===== src/rtl/prom_programmer.sv =====
`default_nettype none
// ============================================================================
// Module   : prom_programmer
// Brief    : Programs one fusible-link PROM word per request. Each bit gets a
//            timed pulse, followed by a read-back verify with bounded retries.
//            Optional macro PROM_PROGRAMMER_BLANK_CHECK_EN aborts a word when
//            the chip already has fuses blown outside the target pattern.
// Revision : 1.0 - initial release
// ============================================================================
module prom_programmer #(
    parameter int DATA_WIDTH    = 8,
    parameter int ADDRESS_WIDTH = 9,
    parameter int SETTLE_CYCLES = 20,
    parameter int PULSE_CYCLES  = 500,
    parameter int MAX_RETRIES   = 8
) (
    input  logic                     clk,
    input  logic                     reset_n,
    input  logic                     start,
    input  logic [ADDRESS_WIDTH-1:0] address_in,
    input  logic [DATA_WIDTH-1:0]    data_in,
    input  logic [DATA_WIDTH-1:0]    data_line_in,
    output logic [ADDRESS_WIDTH-1:0] address_line,
    output logic [3:0]               operation,
    output logic [DATA_WIDTH-1:0]    bit_select,
    output logic                     busy,
    output logic                     done,
    output logic                     error
);
    localparam int c_IDX_W   = (DATA_WIDTH > 1) ? $clog2(DATA_WIDTH) : 1;
    localparam int c_CNT_MAX = (PULSE_CYCLES > SETTLE_CYCLES) ? PULSE_CYCLES : SETTLE_CYCLES;
    localparam int c_CNT_W   = (c_CNT_MAX > 1) ? $clog2(c_CNT_MAX) : 1;

    localparam logic [c_CNT_W-1:0] c_SETTLE_LAST = c_CNT_W'(SETTLE_CYCLES - 1);
    localparam logic [c_CNT_W-1:0] c_PULSE_LAST  = c_CNT_W'(PULSE_CYCLES - 1);
    localparam logic [7:0]         c_MAX_RETRY   = 8'(MAX_RETRIES);
    localparam logic [3:0]         c_OP_IDLE     = 4'b0000;
    localparam logic [3:0]         c_OP_READ     = 4'b1100;
    localparam logic [3:0]         c_OP_PROG     = 4'b0011;

    typedef enum logic [2:0] {
        S_IDLE    = 3'd0,
        S_SETTLE  = 3'd1,
        S_CHECK   = 3'd2,
        S_PULSE   = 3'd3,
        S_RECOVER = 3'd4,
        S_DONE    = 3'd5
    } state_t;

    state_t                   r_state;
    state_t                   w_next_state;
    logic [c_CNT_W-1:0]       r_cnt;
    logic [ADDRESS_WIDTH-1:0] r_addr;
    logic [DATA_WIDTH-1:0]    r_target;
    logic [c_IDX_W-1:0]       r_idx;
    logic [7:0]               r_retry;
    logic                     r_error;

    logic [DATA_WIDTH-1:0]    w_pending;
    logic [c_IDX_W-1:0]       w_low_idx;
    logic [7:0]               w_retry_base;
    logic                     w_blank_fail;
    logic                     w_check_err;

    // Priority scan from the top so the lowest pending bit wins.
    always_comb begin
        w_pending = r_target & ~data_line_in;
        w_low_idx = '0;
        for (int i = DATA_WIDTH - 1; i >= 0; i--) begin
            if (w_pending[i]) w_low_idx = c_IDX_W'(i);
        end
    end

    // r_idx holds the last pulsed bit; retry is zeroed on start so a stale idx is harmless.
    assign w_retry_base = (w_low_idx == r_idx) ? r_retry : 8'd0;
    assign w_check_err  = w_blank_fail || ((w_pending != '0) && (w_retry_base == c_MAX_RETRY));

`ifdef PROM_PROGRAMMER_BLANK_CHECK_EN
    logic r_first;
    always_ff @(posedge clk) begin
        if (!reset_n)                          r_first <= 1'b0;
        else if (r_state == S_IDLE && start)   r_first <= 1'b1;
        else if (r_state == S_CHECK)           r_first <= 1'b0;
    end
    assign w_blank_fail = r_first && ((data_line_in & ~r_target) != '0);
`else
    assign w_blank_fail = 1'b0;
`endif

    always_ff @(posedge clk) begin
        if (!reset_n) r_state <= S_IDLE;
        else          r_state <= w_next_state;
    end

    always_comb begin
        w_next_state = r_state;
        operation    = c_OP_IDLE;
        bit_select   = '0;
        busy         = 1'b1;
        done         = 1'b0;
        case (r_state)
            S_IDLE: begin
                busy = 1'b0;
                if (start) w_next_state = S_SETTLE;
            end
            S_SETTLE: begin
                operation = c_OP_READ;
                if (r_cnt == c_SETTLE_LAST) w_next_state = S_CHECK;
            end
            S_CHECK: begin
                operation = c_OP_READ;
                if ((w_pending == '0) || w_check_err) w_next_state = S_DONE;
                else                                  w_next_state = S_PULSE;
            end
            S_PULSE: begin
                operation  = c_OP_PROG;
                bit_select = DATA_WIDTH'(1) << r_idx;
                if (r_cnt == c_PULSE_LAST) w_next_state = S_RECOVER;
            end
            S_RECOVER: begin
                operation = c_OP_READ;
                if (r_cnt == c_SETTLE_LAST) w_next_state = S_CHECK;
            end
            S_DONE: begin
                done         = 1'b1;
                w_next_state = S_IDLE;
            end
            default: w_next_state = S_IDLE;
        endcase
    end

    always_ff @(posedge clk) begin
        if (!reset_n) begin
            r_cnt    <= '0;
            r_addr   <= '0;
            r_target <= '0;
            r_idx    <= '0;
            r_retry  <= 8'd0;
            r_error  <= 1'b0;
        end else begin
            if (w_next_state != r_state) r_cnt <= '0;
            else if (r_state == S_SETTLE || r_state == S_PULSE || r_state == S_RECOVER)
                r_cnt <= r_cnt + c_CNT_W'(1);

            case (r_state)
                S_IDLE: begin
                    if (start) begin
                        r_addr   <= address_in;
                        r_target <= data_in;
                        r_error  <= 1'b0;
                        r_retry  <= 8'd0;
                    end
                end
                S_CHECK: begin
                    if (w_next_state == S_DONE) begin
                        r_error <= w_check_err;
                    end else begin
                        r_idx   <= w_low_idx;
                        r_retry <= w_retry_base + 8'd1;
                    end
                end
                default: ;
            endcase
        end
    end

    assign address_line = r_addr;
    assign error        = r_error;

endmodule
`default_nettype wire

===== config.mk =====
export PLATFORM = sky130hd
export DESIGN_NAME = prom_programmer
export DESIGN_NICKNAME = d
export VERILOG_FILES = /design/src/rtl/prom_programmer.sv
export SDC_FILE = /design/constraint.sdc
export NUM_CORES = 1
export LEC_CHECK = 0
export ABC_AREA = 1
export BUFFER_PORTS_ARGS = -buffer_cell sky130_fd_sc_hd__buf_2
export CORE_MARGIN = 10
export CORE_UTILIZATION = 54
export DETAILED_ROUTE_END_ITERATION = 16
export PLACE_DENSITY = 0.8
export SETUP_SLACK_MARGIN = 0.3
export SYNTH_ARGS = -nofsm -noshare
export SYNTH_HDL_FRONTEND = slang
export SYNTH_SLANG_ARGS = --single-unit

===== constraint.sdc =====
create_clock -name clk -period 2.8 [get_ports clk]
set_input_delay 0.42 -clock clk [delete_from_list [all_inputs] [get_ports clk]]
set_output_delay 0.42 -clock clk [all_outputs]
set_load 0.05 [all_outputs]

==> results.py, run 1 <==
metrics = {
    "sta": {
        "setup_slack_ps": 457,
        "timing.final.crit_period_ps": 2340,
        "fmax_mhz": 427,
        "rsz0062_at_grt": "false",
        "fin_crit_sh_pct": 83.7,
        "relSlewSlack_pct": 62.5,
        "hold_viol": 0,
        "tns_ps": 0,
        "finalMaxSlewViolations": 0,
        "worst_pin_slew_ps": 560,
        "setup_violations": 0,
        "skew_ps": 9.90,
    },
    "pwr": {
        "p_per_area_nw_per_um2": 500,
        "p_int_uw": 1010,
        "p_sw_share_pct": 30.4,
        "seq_power_share_pct": 43.5,
        "p_switching_uw": 440,
        "p_clk_share_pct": 34.3,
        "ir_worst_vdd_uv": 380,
        "p_leak_uw": 0.00131,
        "power_frac_comb_pct": 22.2,
    },
    "final_layout": {
        "fin_cells": 465,
        "seqCellArea_sq_um": 822,
        "nets": 443,
        "diodes": 0,
        "n_fill_cell": 384,
        "drive_gt1_share_pct": 28.1,
        "syn_to_final_growth_pct": 22.3,
        "multi_input_area_sq_um": 1370,
    },
    "clock_tree": {
        "htreeDepth": 2,
        "clockRootBuffer": "clkbuf_8",
        "max-clock-path-buffers": 2,
        "cts_tree": "done",
        "clock-sinks": 41,
        "path_clk_slew_ps": 80,
        "hold_buffers": 0,
        "cts-buffers-inserted": 5,
        "clk_latency_ps": 290,
    },
    "place": {
        "dp_hpwl_um": 4540,
        "place_congestion": 0.865,
        "io_buffers": 51,
        "placedCellCount": 451,
        "pre_cts_slack_ps": 294,
    },
    "global_route": {
        "grt_max_degree": 27,
        "antenna_found_initial": 0,
        "grt-ovfl-total": 0,
        "grt_usage_pct": 15.8,
        "grt_pass1_vias": 2248,
        "grt_pass1_wl_um": 9870,
    },
    "critical_path": {
        "criticalPathCategory": "reg2reg",
        "rr_startpoint": "r_target[7]",
        "cp_max_fo": 5,
        "start_kind": "register",
        "crit_required_ps": 2980,
        "cp_data_arrival_time_ps": 2520,
        "cp-end-kind": "register",
        "crit_start": "r_target[7]",
    },
    "job": {
        "max_cap_viol_count": 0,
    },
    "route": {
        "drcViolationCount": 0,
        "ant_nets": 0,
        "drt_iter0_markers": 120,
        "wirelength_um": 6170,
        "drtPass1Iterations": 4,
        "num_vias": 2447,
        "wire_per_inst_um": 13.3,
        "viasPerCell": 5.26,
    },
    "yosys": {
        "synth_area_sq_um": 2360,
        "synthTopCellsByArea": "dfxtp_1, nand2_1, nand3_1",
        "synth_nets": 386,
        "synth_warnings": 0,
        "synth_cell_type_count": 34,
        "yosys.area.top_type": "dfxtp_1",
        "avgSynthCellArea_sq_um": 6.66,
        "netlist_instances": 355,
        "synth-edff-count": 0,
        "ys_ff_latch": 41,
        "synth.top_cell.area_share_pct": 34.7,
        "async_reset_ff_share_pct": 0,
        "seq_area_frac_synth_pct": 34.7,
        "synthFlopType": "dfxtp_1",
    },
    "floorplanning": {
        "die_area_sq_um": 7430,
        "row_count": 24,
        "die_y_um": 86.2,
        "core_area_sq_um": 4290,
        "initial_utilization_pct": 55.1,
        "die_w_um": 86.2,
        "ios": 52,
    },
    "min_path": {
        "min_from": "address_in[3]",
        "hp-class": "in2reg",
    },
    "outcome": {
        "status": "finished clean",
    },
}
[metal layers]
layer | GRT usage (%) | part of all wire (%) | vias up
met4 | 4.71 | 0.89 | 0
met2 | 27.9 | 50 | 70
met5 | 0 | 0 | -
met1 | 18.1 | 42 | 1119
met3 | 4.32 | 7.3 | 7
li1 | - | - | 1251
[state kept, by name, indices dropped and copies added (netlist names)]
register	flops
address_line	9
r_cnt	9
r_retry	8
r_target	8
r_idx	3
r_state	3
error	1
[worst paths after layout]
path,endpoint,slack (ps),cells after the start
max,r_cnt[1],460,20
min,address_line[3],390,3
max reg2reg,r_cnt[1],460,20
min reg2reg,address_line[3],460,2
[cells in the mapped netlist, types with 3 or more instances]
master / count
ha_1: 3
nor2_2: 13
nand2_4: 3
dfxtp_1: 41
clkbuf_1: 5
nand3_1: 39
nand2_2: 3
a21oi_1: 28
o21ai_1: 4
nand2_1: 80
o21ai_0: 6
nand4_1: 4
xor2_1: 7
inv_2: 3
inv_1: 45
nor3_1: 10
nand3_2: 4
nor2_1: 34
[stage by stage]
step                      cell area, sq um  power (uW)  hold slack (ps)  utilization (%)
after floorplan                       2360         856              440                -
after global routing                  2890        1510              387             67.3
after global placement                2650         924              445             61.8
final                                 2890        1450              385             67.3
after detailed placement              2650         929              452             61.8
after CTS                             2770        1420              385             64.6
[cell families after synthesis]
family | synth area share [%]
and+or+nand+nor | 39.6
buffers and inverters | 10.7
AOI/OAI and AO/OA | 10.3
DFF | 34.7
xor gates and xnor gates | 2.59
adders and majority gates | 1.59
muxes | 0.423
[worst max-delay path: stages, from the launching register on]
cell and delay (ps):
dfxtp_2 330, inv_2 50, o21ai_4 150, nand2_1 60, nand2_1 80, nand2_1 80, nand2_1 70, nand2_2 70
nor2_4 130, nand3_2 110, nor2_4 140, inv_2 50, ha_2 160, nand4_1 80, nor2_2 40, nand2_2 160
nand2_2 80, nand2_2 90, nand3_4 100, nand2_4 140, nor2_2 40
[power groups by stage]
| stage | Sequential [uW] | Combinational (uW) | Clock [uW] |
|---|---|---|---|
| 2_1_floorplan | 668 | 188 | 0 |
| 4_1_cts | 627 | 289 | 501 |
| 3_5_place_dp | 641 | 289 | 0 |
| 6_report | 629 | 321 | 496 |
| 3_3_place_gp | 640 | 284 | 0 |
| 5_1_grt | 632 | 354 | 526 |
[timing repair]
| item | in CTS | in global routing |
|---|---|---|
| buffers inserted | 0 | 5 |
| resized for setup | 0 | 22 |
| setup endpoints to repair | 0 | 17 |
[placed cells by master (no fill, tap or decap), drive strengths merged, types with 2 or more instances in the layout]
master / n
inv: 48
a21oi: 29
dfxtp: 41
nand2: 87
a22oi: 2
buf: 61
nor3: 13
xor2: 7
o21ai: 11
nand4: 4
a31oi: 2
nand3b: 2
ha: 3
nor2: 47
nand3: 43
clkbuf: 6
[cell type report]
cell class / count / area share (%)
inverters: 49 / 6.36
multi-input cells: 254 / 47.4
clock inverters: 2 / 1.30
flip-flops and latches: 41 / 28.4
well taps: 52 / 2.25
repair buffers: 61 / 11.4
clock buffers: 6 / 2.86
No activity file was read; power rests on OpenSTA's default activity.
==> run 2: changes to the inputs <==
--- a/config.mk
+++ b/config.mk
@@ -5,7 +5,7 @@
 export SDC_FILE = /design/constraint.sdc
 export NUM_CORES = 1
 export LEC_CHECK = 0
-export ABC_AREA = 1
+export ABC_AREA = 0
 export BUFFER_PORTS_ARGS = -buffer_cell sky130_fd_sc_hd__buf_2
 export CORE_MARGIN = 10
 export CORE_UTILIZATION = 54
==> constraint.sdc (replaced) <==
create_clock -name clk -period 2.28 [get_ports clk]
set_input_delay 0.342 -clock clk [delete_from_list [all_inputs] [get_ports clk]]
set_output_delay 0.342 -clock clk [all_outputs]
set_load 0.05 [all_outputs]
==> run 2 against run 1 <==
The flow now finishes with violations (setup timing). Core utilization rose by 9.5 points. Synthesized cell count decreased by 12%. Global-route usage rose by 2.9 points. Worst setup slack worse by 800 ps. Power increased by 9.2%. Fmax fell by 11%. Critical endpoint is now r_retry[7]. Largest cell class unchanged. Highest routed layer unchanged.
==> results.py, run 2 <==
metrics = {
    "sta": {
        "rsz0062_at_grt": "true",
        "fin_crit_sh_pct": 115,
        "fmax_mhz": 381,
        "worst_pin_slew_ps": 898,
        "relSlewSlack_pct": 39.8,
        "skew_ps": 10.8,
        "hold_viol": 0,
        "setup_slack_ps": -344,
        "setup_violations": 22,
        "finalMaxSlewViolations": 0,
        "timing.final.crit_period_ps": 2620,
        "tns_ps": -6040,
    },
    "yosys": {
        "synthTopCellsByArea": "dfxtp_1, nand2_1, a21oi_1",
        "synth-edff-count": 0,
        "yosys.area.top_type": "dfxtp_1",
        "synth_most_common_cell": "nand2_1",
        "synth_cell_type_count": 55,
        "synth_warnings": 0,
        "synth_nets": 343,
        "synth.top_cell.area_share_pct": 34.6,
        "synthTopCellsByCount": "nand2_1, dfxtp_1, a21oi_1, nor2_1, nand3_1",
        "seq_area_frac_synth_pct": 34.6,
        "synthFlopType": "dfxtp_1",
        "ys_ff_latch": 41,
        "avgSynthCellArea_sq_um": 7.61,
        "synth_area_sq_um": 2370,
        "async_reset_ff_share_pct": 0,
        "netlist_instances": 312,
    },
    "floorplanning": {
        "initial_utilization_pct": 55.3,
        "core_area_sq_um": 4290,
        "ios": 52,
        "die_area_sq_um": 7450,
        "die_y_um": 86.3,
        "row_count": 24,
        "die_w_um": 86.3,
    },
    "global_route": {
        "antenna_found_initial": 0,
        "grt_max_degree": 20,
        "grt-ovfl-total": 0,
        "grt_pass1_wl_um": 11600,
        "grt_usage_pct": 18.7,
        "grt_pass1_vias": 2596,
    },
    "outcome": {
        "violations": "setup timing",
        "status": "finished, violations left",
    },
    "critical_path": {
        "criticalPathCategory": "reg2reg",
        "cp_data_arrival_time_ps": 2890,
        "cp_max_fo": 3,
        "start_kind": "register",
        "path_cells": "and2b_1 -> or4_4 -> o211ai_4 -> o211a_1 -> and2_4 -> inv_2 -> ha_4 -> nand2b_4 -> nor3_4 -> a211oi_2 -> buf_4 -> o21ai_1 -> a21oi_1 -> a21o_1",
        "worst-path-buf-inv": 2,
        "cpPeakStageDelay_ps": 520,
        "cp_slowest_cell": "or4_4",
        "crit_family": "simple AND/OR/NAND/NOR gates",
        "cp-end-kind": "register",
        "crit_required_ps": 2540,
        "r2r_slack_ps": -340,
    },
    "clock_tree": {
        "max-clock-path-buffers": 2,
        "clockRootBuffer": "clkbuf_8",
        "htreeDepth": 2,
        "cts-buffers-inserted": 5,
        "path_clk_slew_ps": 90,
        "cts_tree": "done",
        "clk_latency_ps": 310,
        "clock-sinks": 41,
        "hold_buffers": 0,
    },
    "route": {
        "num_vias": 2495,
        "wire_per_inst_um": 15.3,
        "ant_nets": 0,
        "wirelength_um": 6780,
        "drt_iter0_markers": 235,
        "drcViolationCount": 0,
        "drtPass1Iterations": 4,
        "viasPerCell": 5.62,
    },
    "final_layout": {
        "nets": 422,
        "fin_util_pct": 76.8,
        "syn_to_final_growth_pct": 39.0,
        "final_cell_mix": "nand2_1, buf_2, dfxtp_1, buf_4, a21oi_1",
        "mostFrequentLayoutCell": "nand2_1",
        "drive_gt1_share_pct": 36.2,
        "fin_cells": 444,
        "diodes": 0,
    },
    "place": {
        "pre_cts_slack_ps": -441,
        "place_congestion": 0.901,
        "placedCellCount": 432,
        "dp_hpwl_um": 4830,
        "io_buffers": 51,
    },
    "pwr": {
        "p_per_area_nw_per_um2": 479,
        "ir_worst_vdd_uv": 530,
        "p_leak_uw": 0.00137,
    },
    "job": {
        "max_cap_viol_count": 0,
    },
    "min_path": {
        "hp-class": "in2reg",
    },
}
run 2: changes by cell type after synthesis, moves of 9 or more:
| cell | before | now |
|---|---|---|
| inv_1 | 45 | 9 |
| nor2_1 | 34 | 23 |
| nor2_2 | 13 | 0 |
| nand2b_1 | 0 | 9 |
| nand3_1 | 39 | 14 |
| nand2_1 | 80 | 67 |
run 2: timing repair:
item,4_1_cts,5_1_grt
buffers inserted,1,2
pin swaps,3,3
endpoints found under the setup margin,34,32
resized for setup,29,9
gates cloned,1,0
run 2: worst register-to-register path, stage by stage (launching register included):
cell      delay (ps)
dfxtp_1          320
and2b_1          200
or4_4            520
o211ai_4         180
o211a_1          190
and2_4           150
inv_2             40
ha_4             150
nand2b_4          80
nor3_4            50
a211oi_2         230
buf_4            160
o21ai_1           60
a21oi_1          160
a21o_1           100
run 2: layout make-up:
| type | count | area [sq um] |
|---|---|---|
| timing repair buffer | 87 | 601 |
| clock buffer | 6 | 82.6 |
| inverter | 10 | 41.3 |
| sequential | 41 | 827 |
| fill | 300 | 996 |
| multi-input combinational | 246 | 1670 |
| tap | 52 | 65.1 |
| clock inverter | 2 | 13.8 |
run 2: kinds of logic (layout without fill, tap and decap cells):
group	count (synthesis)	count (layout)	synth area share, %
AND/OR/NAND/NOR	157	157	31.9
AO/OA/AOI/OAI	72	72	22.2
flip-flops	41	41	34.6
buffers and inverters	25	105	4.27
XOR/XNOR	10	10	3.69
multiplexers	4	4	1.69
adder cells (fa/ha/maj)	3	3	1.58
run 2: worst paths after layout:
kind	from	to	cells after the start
max	r_target[6]	r_retry[7]	14
min reg2reg	address_line[3]	address_line[3]	2
max reg2reg	r_target[6]	r_retry[7]	14
min	data_in[3]	r_target[3]	3
run 2: per-stage QoR:
step | hold slack (ps) | power, uW | instance area (sq um)
2_1_floorplan | 433 | 963 | 2580
3_5_place_dp | 443 | 1070 | 3050
6_report | 269 | 1580 | 3300
5_1_grt | 272 | 1630 | 3300
3_3_place_gp | 439 | 1060 | 3050
4_1_cts | 265 | 1580 | 3260
run 2: layer usage:
layer | part of all wire (%) | global-route usage (%) | wire length (um)
met4 | 2.1 | 7.36 | 144
met1 | 42 | 22.3 | 2870
met3 | 8.1 | 6.19 | 547
met5 | 0 | 0 | 0
met2 | 48 | 30.4 | 3220
run 2: report_power, final:
group	switching, uW	internal, uW	total, uW	leakage [uW]
clock	273	246	519	0.0000512
combinational	188	120	308	0.000981
sequential	15.1	737	752	0.000335
